[src/rtl/comparador_serial_der_izq.sv]
// Serial magnitude comparator, LSB first: Z = (A<B) or (A<=B) chosen by modo, plus an equality flag.
// Latency: done pulses exactly N cycles after start is accepted; start in the done cycle is accepted back-to-back.
// Backpressure: none; start is ignored while busy, and operands are captured only on accept.
module comparador_serial_der_izq #(
    parameter int N = 8
) (
    input  logic         clk,
    input  logic         rst_n,
    input  logic         start,
    input  logic [N-1:0] A,
    input  logic [N-1:0] B,
    input  logic         modo,
    output logic         busy,
    output logic         done,
    output logic         Z,
    output logic         igual
);

    localparam int CW = (N > 1) ? $clog2(N) : 1;
    localparam logic [CW-1:0] CNT_LAST = CW'(N - 1);

    typedef enum logic {IDLE, SHIFT} state_t;

    state_t        state;
    logic [N-1:0]  sa;
    logic [N-1:0]  sb;
    logic [CW-1:0] cnt;
    logic          p;
    logic          eq;

    logic a_bit;
    logic b_bit;
    logic p_nxt;
    logic eq_nxt;

    assign a_bit  = sa[0];
    assign b_bit  = sb[0];
    // p carries "A<B so far" upward; a higher differing bit overrides the lower ones.
    assign p_nxt  = (p & (~a_bit | b_bit)) | (~a_bit & b_bit);
    assign eq_nxt = eq & ~(a_bit ^ b_bit);

    always_ff @(posedge clk or negedge rst_n) begin
        if (!rst_n) begin
            state <= IDLE;
            busy  <= 1'b0;
            done  <= 1'b0;
            Z     <= 1'b0;
            igual <= 1'b0;
            cnt   <= '0;
            p     <= 1'b0;
            eq    <= 1'b0;
            sa    <= '0;
            sb    <= '0;
        end else begin
            case (state)
                IDLE: begin
                    done <= 1'b0;
                    if (start) begin
                        sa    <= A;
                        sb    <= B;
                        p     <= modo;
                        eq    <= 1'b1;
                        cnt   <= '0;
                        busy  <= 1'b1;
                        state <= SHIFT;
                    end
                end
                SHIFT: begin
                    sa  <= sa >> 1;
                    sb  <= sb >> 1;
                    p   <= p_nxt;
                    eq  <= eq_nxt;
                    if (cnt == CNT_LAST) begin
                        // Wrap here so cnt never exceeds N-1 for non-power-of-two N.
                        cnt   <= '0;
                        Z     <= p_nxt;
                        igual <= eq_nxt;
                        done  <= 1'b1;
                        busy  <= 1'b0;
                        state <= IDLE;
                    end else begin
                        cnt <= cnt + 1'b1;
                    end
                end
                default: begin
                    state <= IDLE;
                    busy  <= 1'b0;
                    done  <= 1'b0;
                end
            endcase
        end
    end

endmodule

[config.mk]
export PLATFORM = sky130hd
export DESIGN_NAME = comparador_serial_der_izq
export DESIGN_NICKNAME = d
export VERILOG_FILES = /design/src/rtl/comparador_serial_der_izq.sv
export SDC_FILE = /design/constraint.sdc
export NUM_CORES = 1
export LEC_CHECK = 0
export ABC_AREA = 1
export CORE_AREA = 2 2 68 70
export DETAILED_ROUTE_END_ITERATION = 12
export DIE_AREA = 0 0 70 72
export HOLD_SLACK_MARGIN = 0.06
export SETUP_SLACK_MARGIN = 0.02
export SLEW_MARGIN = 20
export SYNTH_ARGS = -nofsm -noshare
export SYNTH_HDL_FRONTEND = slang
export SYNTH_SLANG_ARGS = --single-unit
export TNS_END_PERCENT = 5
[constraint.sdc]
create_clock -name clk -period 1.3 [get_ports clk]
set_clock_uncertainty 0.05 [all_clocks]
set_input_delay 0.26 -clock clk [delete_from_list [all_inputs] [get_ports clk]]
set_output_delay 0.26 -clock clk [all_outputs]
set_load 0.005 [all_outputs]
Word level (Yosys, flattened, before mapping)
Cells that the tools add are included.
{"block": "word_totals", "reg_bits": 26, "input_bits": 20, "word_cells": 43}
{"block": "op_classes", "n_eq_ne": 3, "bitwise_logic": 9, "n_addsub": 1, "muxes": 18, "reduce_logical": 2}
{"operator": "$pmux W8 S2", "n": 2}
{"operator": "$mux W8", "n": 2}
{"operator": "$pmux W1 S2", "n": 5}
{"operator": "$mux W1", "n": 6}
{"operator": "$mux W3", "n": 2}
{"operator": "$pmux W3 S2", "n": 1}
{"operator": "$reduce_and A2 Y1", "n": 2}
{"operator": "$add A3 B1 Y3 const B", "n": 1}
{"operator": "$and A1 B1 Y1", "n": 3}
{"operator": "$eq A3 B3 Y1 const B", "n": 1}
{"operator": "$not A1 Y1", "n": 3}
{"operator": "$ne A2 B1 Y1 const B", "n": 1}
{"operator": "$ne A2 B2 Y1 const B", "n": 1}
{"operator": "$or A1 B1 Y1", "n": 2}
{"operator": "$xor A1 B1 Y1", "n": 1}

Depth between registers and ports, before layout
{"block": "depth", "ltp_word": 5, "depth_mapped": 7, "ltp_nobuf": 7}

Worst setup path before layout
No wires, ideal clock.
{"block": "synth_path", "path_kind": "register -> register", "from": "register cnt[0]", "to": "register Z", "setup_slack_ns": 0.137, "required_time_ns": 1.134, "setup_ns": 0.116, "path_stages_with_launch": 7, "t_arrival_ns": 0.997, "synth_period_minus_slack_ns": 1.163, "path_cell_list": "dfrtp_1 ha_1 ha_1 nand2_1 inv_2 nand2_1 nand2_1"}
{"block": "synth_between", "elab_chain_len": 2}
{"element": "from (decl)", "line_no": "27", "text": "logic [CW-1:0] cnt;"}
{"element": "from (signal assigned)", "line_no": "82", "text": "cnt <= cnt + 1'b1;"}
{"element": "$eq A3 B3 Y1", "line_no": "73", "text": "if (cnt == CNT_LAST) begin"}
{"element": "$reduce_and A2 Y1 (no source line)"}
{"element": "to (signal assigned)", "line_no": "76", "text": "Z <= p_nxt;"}
{"element": "to (decl)", "line_no": "15", "text": "output logic Z,"}
Every way passes these cells.
A chain may end at the register's enable or synchronous reset.

Worst setup path in the final report
{"block": "layout_path", "from": "register done", "to": "output done"}
{"element": "from (decl)", "line_no": "14", "text": "output logic done,"}
{"element": "from (signal assigned)", "line_no": "46", "text": "done <= 1'b0;"}
{"element": "from (signal assigned)", "line_no": "57", "text": "done <= 1'b0;"}
{"element": "from (signal assigned)", "line_no": "78", "text": "done <= 1'b1;"}
No word-level cell between the ends.

==> results by group <==
Yosys
  – Sequential share of the synthesized area: 56.03%
  – Yosys cell types: 12
  – Mapped cell area: between 0.001 and 0.0015 mm^2
  – Yosys warns: 0
  – Synth Instances: 140
  – Avg Inst Size Synth: about 8.3 um^2
  – Area leader, netlist: dfrtp_1
  – Area share of the largest cell type after synthesis: between 50% and 60%
  – Syn nets: roughly 170
  – #FFs+latches synth: 26
  – Largest cells by area after synthesis: dfrtp_1 56%, nand2_1 24%, nand3_1 6.9%

Finish
  – Synthesis-to-layout area growth: 33.41%
  – # diodes: 0
  – # fillers: between 400 and 500
  – Most frequent cells in the layout: 72 x nand2_1, 26 x dfrtp_1, 19 x clkdlybuf4s50_1
  – Commonest non-fill, non-tap cell in the layout: nand2_1
  – Util after Layout: a little over a third
  – Layout cells sized above 1: between 10% and 20%
  – Final-stage net count: about 200

Route
  – Via count: approximately 950
  – Routed len/inst: between 9 and 10 um
  – Detailed-route wire length: between 2 and 2.5 mm
  – Routed Antenna Nets: 0
  – DRT iter0 DRCs: 50
  – Drt first pass iters: 4
  – Vias per cell: between 4 and 5
  – DRC violations left: 0

Clocking
  – Clk root buf: clkbuf_8
  – Inserted Clock Buffers: 3
  – Clock sink total: 26
  – Clk_lat worst skew: approximately 0.27 ns
  – Clock Path Buffers: 2
  – H-tree depth: 1
  – Worst-path clk slew: about 0.08 ns
  – TritonCTS clock tree: built
  – Hold_buf cts: 0

Floorplan
  – I/O pin count: 24
  – Full die area: 0.005040 mm^2
  – Core area: 0.004264 mm^2
  – Die Wd: ~70 um
  – Row count: 24
  – Initial Utilization: 27.23%
  – Die Y: 72 um

Global route
  – Total track usage: roughly a tenth
  – Initial antenna violation count: 0
  – First-pass GRT wire length: about 4.0 mm
  – Pin count of the biggest net entering global routing: 27
  – GRT overflow: 0
  – Vias in the first global route: between 900 and 1000

Pwr
  – Max VDD drop: roughly 0.75 mV
  – Lkg Pwr: slightly below 0.0008 uW
  – Power per cell area: roughly 1900 mW/mm^2

Setup path
  – Worst R2R Setup Slack: 0.10 ns
  – Worst setup path class: reg2out
  – Crit-path max cell delay: approximately 0.38 ns
  – Worst R2R End: Z
  – Crit-path cells: dlygate4sd2_1
  – Critical path depth: 1
  – Required time of the critical path: about 0.99 ns
  – Worst Path Buf+Inv: 1
  – Arrival @ worst endpoint: approximately 0.90 ns
  – Critical path's slowest cell: dfrtp_1
  – CP Launch Type: register
  – CP Capture Type: output pin
  – RR Startpoint: cnt[0]
  – Setup crit end: done
  – R2r worst-path depth: 6
  – Worst Setup SP: done
  – Cell family with most CP delay: flip-flops
  – CP Max Fanout: 2

Run status
  – Status: completed

STA
  – RSZ-0062 raised after global routing: no
  – Final-report setup violation count: 0
  – Worst-Margin Slew: 0.2585 ns
  – Final Hold Viols: 0
  – Min Hold Slack: roughly 0.29 ns
  – Slew HR: a little over 80%
  – Post-layout min period: approximately 1.2 ns
  – Fmax: 825.2 MHz
  – Period Utilization, post-route: between 90% and 100%
  – Max-slew violation count: 0

Place
  – Number of I/O port buffers: 23
  – HPWL Detailed: between 1.5 and 2 mm
  – Gpl congestion: a little under 0.7

Min path
  – Hold Crit Class: in2async

Job
  – Max-cap viol count: 0
[what timing repair did]
action	in CTS	in global routing
setup endpoints to repair	4	1
resized for setup	4	1
setup buffers	4	0
endpoints found under the hold margin	0	0
[worst min path at each step]
| stage | cells after the start | end | slack [ns] | from |
|---|---|---|---|---|
| 4_1_cts | 2 | done | 0.29 | rst_n |
| 3_5_place_dp | 2 | busy | 0.41 | busy |
| 3_3_place_gp | 2 | cnt[1] | 0.41 | cnt[1] |
| 5_1_grt | 2 | done | 0.30 | rst_n |
| 6_report | 2 | state | 0.29 | rst_n |
| 2_1_floorplan | 0 | Z | -0.09 | rst_n |
[flip-flops by register name, summed over array words and instances (netlist names)]
register and count:
Z 1, busy 1, cnt 3, done 1, eq 1, igual 1
p 1, sa 8, sb 8, state 1
[kinds of logic after synthesis]
| kind of cell | share of synthesized area, % |
|---|---|
| flip-flops | 56.03 |
| AND/OR/NAND/NOR | 32.65 |
| buffers and inverters | 5.496 |
| AO/OA/AOI/OAI | 0.4306 |
| adder cells (fa/ha/maj) | 5.388 |
[per-layer routing]
layer / track usage, % / vias to the layer above / part of all wire (%)
li1: - / 497 / -
met1: 12.73 / 430 / 49
met2: 16.40 / 19 / 45
met3: 3.611 / 2 / 5.6
met4: 1.282 / 0 / 0.32
met5: 0 / - / 0
[worst register-to-register path, stage by stage, from the launching register on]
cell and delay [ns]:
dfrtp_1 0.40, ha_1 0.22, ha_1 0.19, nand2_2 0.10, inv_2 0.04, nand2_1 0.06, nand2_1 0.04
[final cells by class]
cell class	count	area (um^2)	area share (%)
Sequential cell	26	650.6	42.00
Multi-Input combinational cell	101	449.2	29.00
Inverter	8	30.03	1.939
Clock buffer	3	41.29	2.666
Tap cell	52	65.06	4.200
Timing Repair Buffer	33	312.8	20.19
[synth_stat cells]
cell,number
o21ai_1,1
ha_1,5
inv_2,3
nand2_2,1
nand2_1,73
buf_4,1
dfrtp_1,26
buf_2,3
inv_1,5
buf_6,1
nand3_1,16
nor2_1,5
[through the flow]
step                total power, uW  instances  setup TNS, ns  worst slack [ns]  instance area (um^2)
floorplan                      2033        140              0            0.1368                  1161
global placement               2425        216         -1.490          -0.09523                  1480
detailed placement             2463        216         -1.521          -0.09856                  1480
CTS                            2955        223              0           0.05477                  1546
global route                   3202        223              0           0.02801                  1549
finish                         2896        223              0           0.08817                  1549
[power by group]
group | total [uW] | internal [uW] | switching, uW | leakage, uW
Clock | 443 | 208 | 236 | 0.0000216
Combinational | 1130 | 545 | 586 | 0.000436
Sequential | 1320 | 1140 | 184 | 0.000335
(Power assumes the default switching activity.)
